### src/rtl/cam_pkg.sv
// Shared constants for the OV7670 capture path.
// FSM state codes, RGB565 field slices and RGB444 field widths.
package cam_pkg;

  localparam logic [1:0] S_IDLE   = 2'd0;
  localparam logic [1:0] S_WAIT   = 2'd1;
  localparam logic [1:0] S_ACTIVE = 2'd2;

  localparam int c_nb_buf_red   = 4;
  localparam int c_nb_buf_green = 4;
  localparam int c_nb_buf_blue  = 4;

  // Top bits of each RGB565 field in the 16-bit pixel {hi,lo}.
  localparam int c_r_hi = 15;
  localparam int c_r_lo = 16 - c_nb_buf_red;
  localparam int c_g_hi = 10;
  localparam int c_g_lo = 11 - c_nb_buf_green;
  localparam int c_b_hi = 4;
  localparam int c_b_lo = 5 - c_nb_buf_blue;

  function automatic logic [3:0] px_red(input logic [15:0] px);
    return px[c_r_hi:c_r_lo];
  endfunction

  function automatic logic [3:0] px_green(input logic [15:0] px);
    return px[c_g_hi:c_g_lo];
  endfunction

  function automatic logic [3:0] px_blue(input logic [15:0] px);
    return px[c_b_hi:c_b_lo];
  endfunction

endpackage

### src/rtl/sync_2ff.sv
// Two-flop synchronizer, parameterized width.
// All bits share the same latency so a bundle stays aligned.
module sync_2ff #(
  parameter int W = 1
) (
  input  logic         clk,
  input  logic         rst,
  input  logic [W-1:0] d_i,
  output logic [W-1:0] q_o
);

  logic [W-1:0] s1_q;
  logic [W-1:0] s2_q;

  // Two register stages, cleared by reset.
  always_ff @(posedge clk) begin
    if (rst) begin
      s1_q <= '0;
      s2_q <= '0;
    end else begin
      s1_q <= d_i;
      s2_q <= s1_q;
    end
  end

  assign q_o = s2_q;

endmodule

### src/rtl/ov7670_capture.sv
// OV7670 RGB565 capture into a 12-bit RGB444 frame buffer.
// Define OV_CAPTURE_SWAP_RB_EN to emit {B,G,R} instead of {R,G,B}.
module ov7670_capture
  import cam_pkg::*;
#(
  parameter int c_img_cols    = 160,
  parameter int c_img_rows    = 120,
  parameter int c_img_pxls    = c_img_cols * c_img_rows,
  parameter int c_nb_img_pxls = 15,
  parameter int c_nb_buf      = 12
) (
  input  logic                     clk,
  input  logic                     rst,
  input  logic                     cam_pclk,
  input  logic                     cam_vsync,
  input  logic                     cam_href,
  input  logic [7:0]               cam_data,
  input  logic                     capture_en,
  output logic                     we,
  output logic [c_nb_img_pxls-1:0] addr,
  output logic [c_nb_buf-1:0]      data,
  output logic                     frame_done,
  output logic                     overflow,
  output logic                     busy
);

  localparam int AW = c_nb_img_pxls;
  localparam logic [AW-1:0] LAST = AW'(c_img_pxls - 1);

  logic [10:0] raw;
  logic [10:0] syn;
  logic [10:0] cur_q;
  logic [10:0] prev_q;

  assign raw = {cam_pclk, cam_vsync, cam_href, cam_data};

  sync_2ff #(.W(11)) u_sync (
    .clk (clk),
    .rst (rst),
    .d_i (raw),
    .q_o (syn)
  );

  // Sample register plus previous sample for edge detection.
  always_ff @(posedge clk) begin
    if (rst) begin
      cur_q  <= '0;
      prev_q <= '0;
    end else begin
      cur_q  <= syn;
      prev_q <= cur_q;
    end
  end

  logic       pclk_rise;
  logic       vs_cur;
  logic       vs_rise;
  logic       vs_fall;
  logic       hr_cur;
  logic       hr_fall;
  logic [7:0] dat;

  assign pclk_rise = cur_q[10] & ~prev_q[10];
  assign vs_cur    = cur_q[9];
  assign vs_rise   = cur_q[9] & ~prev_q[9];
  assign vs_fall   = ~cur_q[9] & prev_q[9];
  assign hr_cur    = cur_q[8];
  assign hr_fall   = ~cur_q[8] & prev_q[8];
  assign dat       = cur_q[7:0];

  logic [1:0]          state_q, state_d;
  logic                phase_q, phase_d;
  logic [7:0]          hi_q, hi_d;
  logic [AW-1:0]       cnt_q, cnt_d;
  logic                full_q, full_d;
  logic                we_q, we_d;
  logic [AW-1:0]       addr_q, addr_d;
  logic [c_nb_buf-1:0] data_q, data_d;
  logic                done_q, done_d;
  logic                ovf_q, ovf_d;

  logic [15:0] px;
  logic [11:0] pk;

  assign px = {hi_q, dat};

`ifdef OV_CAPTURE_SWAP_RB_EN
  assign pk = {px_blue(px), px_green(px), px_red(px)};
`else
  assign pk = {px_red(px), px_green(px), px_blue(px)};
`endif

  // Capture FSM, byte assembler and address counter.
  always_comb begin
    state_d = state_q;
    phase_d = phase_q;
    hi_d    = hi_q;
    cnt_d   = cnt_q;
    full_d  = full_q;
    we_d    = 1'b0;
    addr_d  = addr_q;
    data_d  = data_q;
    done_d  = 1'b0;
    ovf_d   = ovf_q;
    case (state_q)
      S_IDLE: begin
        if (vs_cur) state_d = S_WAIT;
      end
      S_WAIT: begin
        if (vs_fall && capture_en) begin
          state_d = S_ACTIVE;
          cnt_d   = '0;
          addr_d  = '0;
          full_d  = 1'b0;
          phase_d = 1'b0;
          ovf_d   = 1'b0;
        end
      end
      S_ACTIVE: begin
        if (vs_rise) begin
          done_d  = 1'b1;
          phase_d = 1'b0;
          state_d = S_WAIT;
        end else if (hr_fall) begin
          phase_d = 1'b0;
        end else if (pclk_rise && hr_cur) begin
          phase_d = ~phase_q;
          if (!phase_q) begin
            hi_d = dat;
          end else if (full_q) begin
            ovf_d = 1'b1;
          end else begin
            we_d   = 1'b1;
            addr_d = cnt_q;
            data_d = c_nb_buf'(pk);
            if (cnt_q == LAST) full_d = 1'b1;
            else cnt_d = cnt_q + 1'b1;
          end
        end
      end
      default: state_d = S_IDLE;
    endcase
  end

  // State and output registers.
  always_ff @(posedge clk) begin
    if (rst) begin
      state_q <= S_IDLE;
      phase_q <= 1'b0;
      hi_q    <= '0;
      cnt_q   <= '0;
      full_q  <= 1'b0;
      we_q    <= 1'b0;
      addr_q  <= '0;
      data_q  <= '0;
      done_q  <= 1'b0;
      ovf_q   <= 1'b0;
    end else begin
      state_q <= state_d;
      phase_q <= phase_d;
      hi_q    <= hi_d;
      cnt_q   <= cnt_d;
      full_q  <= full_d;
      we_q    <= we_d;
      addr_q  <= addr_d;
      data_q  <= data_d;
      done_q  <= done_d;
      ovf_q   <= ovf_d;
    end
  end

  assign we         = we_q;
  assign addr       = addr_q;
  assign data       = data_q;
  assign frame_done = done_q;
  assign overflow   = ovf_q;
  assign busy       = (state_q == S_ACTIVE);

endmodule

### config.mk
export PLATFORM = sky130hd
export DESIGN_NAME = ov7670_capture
export DESIGN_NICKNAME = d
export VERILOG_FILES = /design/src/rtl/cam_pkg.sv /design/src/rtl/sync_2ff.sv /design/src/rtl/ov7670_capture.sv
export SDC_FILE = /design/constraint.sdc
export NUM_CORES = 1
export LEC_CHECK = 0
export CAP_MARGIN = 20
export CORE_ASPECT_RATIO = 1.4
export CORE_UTILIZATION = 50
export CTS_BUF_LIST = sky130_fd_sc_hd__clkbuf_2
export DETAILED_ROUTE_END_ITERATION = 10
export GPL_ROUTABILITY_DRIVEN = 1
export PLACE_DENSITY = 0.78
export SYNTH_ARGS = -nofsm -noshare
export SYNTH_HDL_FRONTEND = slang
export SYNTH_SLANG_ARGS = --single-unit
### constraint.sdc
create_clock -name clk -period 2.6 [get_ports clk]
set_input_delay 0.52 -clock clk [delete_from_list [all_inputs] [get_ports clk]]
set_output_delay 0.52 -clock clk [all_outputs]
set_load 0.01 [all_outputs]
# Word level (Yosys, flattened, before mapping)

Cells that the tools add are included.

Register bits: 101
Output and inout bits: 31

$add $sub $neg: 1
Eq/ne operators: 14
Mux-type cells: 38
Bitwise operators: 14
Reductions and logical operators: 14

Operators with widths:

| operator                                              | count |
|---|---|
| two-way mux 15 bit                                    | 12 |
| case mux 15 bit (2 select lines)                      | 2 |
| two-way mux 1 bit                                     | 17 |
| adder 15 x 1 -> 15 bit, second input constant         | 1 |
| equality test 15 bit, second input constant           | 1 |
| AND reduction 7 bit                                   | 2 |
| inequality test 2 bit, second input constant          | 6 |
| AND reduction 6 bit                                   | 2 |
| NOT 1 bit                                             | 10 |
| inequality test 2 x 1 -> 1 bit, second input constant | 4 |
| AND reduction 8 bit                                   | 1 |
| two-way mux 2 bit                                     | 3 |
| case mux 1 bit (2 select lines)                       | 3 |
| case mux 2 bit (3 select lines)                       | 1 |
| AND reduction 3 bit                                   | 2 |
| OR reduction 6 bit                                    | 1 |
| AND reduction 5 bit                                   | 1 |
| bitwise AND 1 bit                                     | 4 |
| inequality test 4 x 1 -> 1 bit, second input constant | 1 |
| equality test 2 x 1 -> 1 bit, second input constant   | 1 |
| equality test 2 bit, second input constant            | 1 |
| logical AND 1 bit                                     | 2 |
| zero test 2 bit                                       | 1 |
| nonzero test 2 bit                                    | 1 |
| OR reduction 2 bit                                    | 1 |

# Longest topological paths before layout

Gate-level depths: netlist of run 1.

Word-level depth: 8
Depth in mapped cells: 9
Depth with buffers taken out: 7

# Cells and area by module

A second synthesis of run 1 with hierarchy kept.

Cells, all modules: 372
Area total of the unflattened synthesis: 3583.4 um^2

Modules (own cells, without submodules):

| module         | times used | cells each | area an instance (um^2) |
|---|---|---|---|
| ov7670_capture | 1          | 326        | 2942.8 |
| sync_2ff       | 1          | 46         | 640.6 |

# Worst setup path after synthesis of run 1

No wires, ideal clock.

Path type: reg-to-reg
Start: register state_q[0]
End: register hi_q[0]
Data arrival time: 1790 ps
Data required time: 2472 ps
Slack: 683 ps
Stages on the path, launching flop included: 9
Path buffers: 2
Clock period less this slack: 1917 ps
Cells stage by stage: dfxtp_1 inv_1 ha_1 buf_2 nand3_1 or3b_2 buf_2 mux2i_1 nor2_1

Longest elaborated chain between the ends: 2

RTL lines:

| item                                 | line                  | source |
|---|---|---|
| start: declaration                   | ov7670_capture.sv:71  | `logic [1:0] state_q, state_d;` |
| start signal: assignment             | ov7670_capture.sv:159 | `state_q <= state_d;` |
| equality test 2 bit                  | -                     |  |
| via busy                             | ov7670_capture.sv:24  | `output logic busy` |
| AND reduction 5 bit (no source line) | -                     |  |
| end signal: assignment               | ov7670_capture.sv:161 | `hi_q <= hi_d;` |
| end: declaration                     | ov7670_capture.sv:73  | `logic [7:0] hi_q, hi_d;` |

The timed path passes the listed nets, and every way through them passes these cells.
A chain may end at the register's enable or synchronous reset.

# Worst setup path after layout of run 1

Start: register state_q[0]
End: output busy

Longest elaborated chain between the ends: 1

RTL lines:

| item                | line                  | source |
|---|---|---|
| equality test 2 bit | ov7670_capture.sv:177 | `assign busy = (state_q == S_ACTIVE);` |
| end: declaration    | ov7670_capture.sv:24  |  |

Every way passes these cells.

==> flow_summary.json, run 1 <==
{
  "finalClockSkew_ns": 0.01761,
  "grt.overflow.total": 0,
  "syn_inst": 377,
  "antenna_found_initial": 0,
  "status": "finished clean",
  "cts_sinks": 92,
  "grt_pass1_vias": 2269,
  "final_max_slew_viol_count": 0,
  "multiInputGateArea_sq_mm": 0.001589,
  "ant_nets": 0,
  "cts_tree": "built",
  "synth_compound_area_frac": 0.1017,
  "drive_above_1_share": 0.08831,
  "initial_core_util": 0.5126,
  "drc": 0,
  "cp_slowest_stage_delay_ns": 0.56,
  "cts_root_buf": "clkbuf_2",
  "ys_top_cells_by_area": "dfxtp_1 52%, nor2b_1 6.5%, mux2i_1 5.9%",
  "power.total_mw": 2.510,
  "cp-end-kind": "primary output",
  "via_per_inst": 5.206,
  "hold_class": "register to register",
  "critPathLaunchType": "register",
  "yosys.area_share.xor_xnor": 0,
  "io_buffers": 44,
  "cp.arrival_ns": 1.87,
  "clockBufferDepth": 2,
  "cts_max_level": 3,
  "grt_util_all_layers": 0.1823,
  "synth_top_family_by_area": "simple AND/OR/NAND/NOR gates",
  "cts_buffers": 9,
  "synth_cell_types": 47,
  "yosysTopAreaCellShare": 0.5179,
  "n_fill_cell": 640,
  "rsz0062_at_grt": "false",
  "max_clock_freq_mhz": 417.9,
  "wirelength_microns": 6393,
  "synthSimpleGateAreaFrac": 0.2614,
  "cts_hold_buf": 0,
  "cp.required_ns": 2.08,
  "path_clk_slew_ns": 0.23,
  "avgSynthCellArea_sq_um": 9.432,
  "place_area_sq_mm": 0.004079,
  "num_rows": 36,
  "crit_chain": "inv_1 > ha_4 > clkdlybuf4s50_1",
  "gp_congestion": 0.8613,
  "fp.dieW_microns": 73.28,
  "worst-setup-path-type": "register to primary output",
  "drt_iter0_markers": 130,
  "fin_setup_tns_ns": 0,
  "min_period_ns": 2.393,
  "setup_violations": 0,
  "worstMarginPinSlew_ns": 0.6547,
  "slew_headroom": 0.5635,
  "final_nets": 434,
  "hold_viol_final": 0,
  "muxShareOfSynthArea": 0.05911,
  "area_delta_synth_final_pct": 17.80,
  "die_height_microns": 101.8,
  "p_leak_nw": 1.601,
  "clk_latency_ns": 0.54,
  "dr_total_vias": 2681,
  "ys_ff_latch": 92,
  "die_area_sq_mm": 0.007458,
  "synth.largest_area_cell": "dfxtp_1",
  "dr.pass1.iters": 4,
  "avgRoutedWirePerCell_microns": 12.41,
  "synthAdderAreaFrac": 0.02111,
  "grt_max_degree": 36,
  "fin_area_sq_mm": 0.004189,
  "coreArea_sq_mm": 0.006937,
  "synth_fp_nets": 397,
  "worstPathMaxFanout": 12,
  "dpl.hpwl_microns": 4385,
  "period_share": 0.9203,
  "yosysSeqAreaShare": 0.5179,
  "grt_pass1_wl_microns": 10330,
  "drv_cap": 0,
  "yosys_warnings": 0,
  "cp_slowest_cell": "clkdlybuf4s50_1",
  "regArea_sq_mm": 0.001842,
  "io-pin-count": 45,
  "power_density_mw_per_mm2": 599.2,
  "netlist_area_sq_mm": 0.003556,
  "vdd_drop_max_v": 0.0003197
}
==> critical path: cells and delay by family (launching register included) <==
kind | cells | cell delay (ns)
flops | 1 | 0.41
buf+inv | 2 | 0.69
fa+ha+maj | 1 | 0.23
==> repair_timing <==
item                       CTS  global route
gates cloned                 0             0
resized for setup            1             1
pin swaps                    0             0
setup endpoints to repair    1             1
buffers inserted             0             0
==> final timing paths <==
kind	cells past startpoint	slack, ns	endpoint	start
max	3	0.21	busy	state_q[0]$_SDFFE_PP0P_
min	1	0.45	cur_q[6]$_SDFF_PP0_	u_sync.q_o[6]$_SDFF_PP0_
max reg2reg	6	0.55	cnt_q[14]$_SDFFE_PP0P_	cnt_q[0]$_SDFFE_PP0P_
min reg2reg	1	0.45	cur_q[6]$_SDFF_PP0_	u_sync.q_o[6]$_SDFF_PP0_
==> cells in the mapped netlist, drive strengths merged <==
cell type and instances:
dfxtp 92, nor2b 37, nor2 34, nand2 30
a21oi 28, nand3 28, mux2i 21, clkbuf 19
buf 8, o21ai 8, inv 7, a31oi 6
ha 6, nand2b 5, nand4 5, nand4b 4
o32ai 4, nand3b 3, nor3 3, a2111oi 2
a21o 2, and3 2, and3b 2, nor3b 2
o211ai 2, or2 2, a211oi 1, a21boi 1
a2bb2oi 1, a311oi 1, a31o 1, and2 1
and4 1, nor4 1, nor4b 1, o21a 1
o31a 1, or3 1, or3b 1, or4 1
or4b 1
==> flip-flops by register name, indices dropped and copies added, names as in the netlist <==
signal,cells
cnt_q,15
state_q,2
hi_q,7
data,12
prev_q,3
cur_q,11
full_q,1
u_sync.q_o,11
u_sync.s1_q,11
we,1
phase_q,1
addr,15
overflow,1
frame_done,1
==> logic make-up after synthesis <==
| family | after synthesis |
|---|---|
| simple gates | 165 |
| flops | 92 |
| compound gates | 59 |
| buf+inv | 34 |
| mux | 21 |
| fa+ha+maj | 6 |
==> power by group <==
| group | internal [mW] | switching (mW) | total (mW) |
|---|---|---|---|
| Clock | 0.130 | 0.472 | 0.602 |
| Sequential | 1.45 | 0.0236 | 1.47 |
| Combinational | 0.169 | 0.264 | 0.433 |
==> cells in the final DEF (no fill, tap or decap), drive strengths merged, types with 2 or more instances in the layout <==
| master | count |
|---|---|
| dfxtp | 92 |
| clkdlybuf4s50 | 43 |
| nor2b | 37 |
| nor2 | 34 |
| nand2 | 30 |
| nand3 | 28 |
| a21oi | 28 |
| mux2i | 21 |
| buf | 10 |
| clkbuf | 9 |
| inv | 9 |
| o21ai | 8 |
| a31oi | 6 |
| ha | 6 |
| nand4 | 5 |
| nand2b | 5 |
| o32ai | 4 |
| nand4b | 4 |
| clkinv | 4 |
| nor3 | 3 |
| nand3b | 3 |
| a21o | 2 |
| or2 | 2 |
| and3 | 2 |
| a2111oi | 2 |
| nor3b | 2 |
| o211ai | 2 |
| and3b | 2 |
==> per-stage QoR <==
step / setup slack [ns] / cells / hold slack (ns) / util
5_1_grt: 0.07625 / 514 / 0.4123 / 0.6035
3_3_place_gp: 0.3121 / 498 / 0.4176 / 0.5880
2_1_floorplan: 0.6827 / 377 / 0.4138 / -
4_1_cts: 0.06929 / 514 / 0.4370 / 0.6021
3_5_place_dp: 0.2865 / 498 / 0.4204 / 0.5880
6_report: 0.2071 / 515 / 0.4496 / 0.6039
==> final cells by class <==
cell class                 count  share of cell area
antenna                        1           0.0005974
sequential                    92              0.4397
clock inverter                 7             0.01195
timing repair buffer          53              0.1231
inverter                       7            0.006272
tap                           95             0.02838
clock buffer                   9             0.01075
multi-input combinational    251              0.3793
==> metal layers <==
metal / wire (microns) / global-route usage / vias to the layer above
met5: 0 / 0 / -
met4: 159 / 0.09804 / 0
met3: 266 / 0.05473 / 14
met2: 3036 / 0.2856 / 55
met1: 2930 / 0.2232 / 1238
li1: - / - / 1374
Power figures use the tool's default switching activity.
==> run 2, diff against run 1 <==
Settings changed: CTS_CLUSTER_DIAMETER set to 60.
==> results of run 2 <==
Final layout, timing and power as in run 1 (identical DEF).
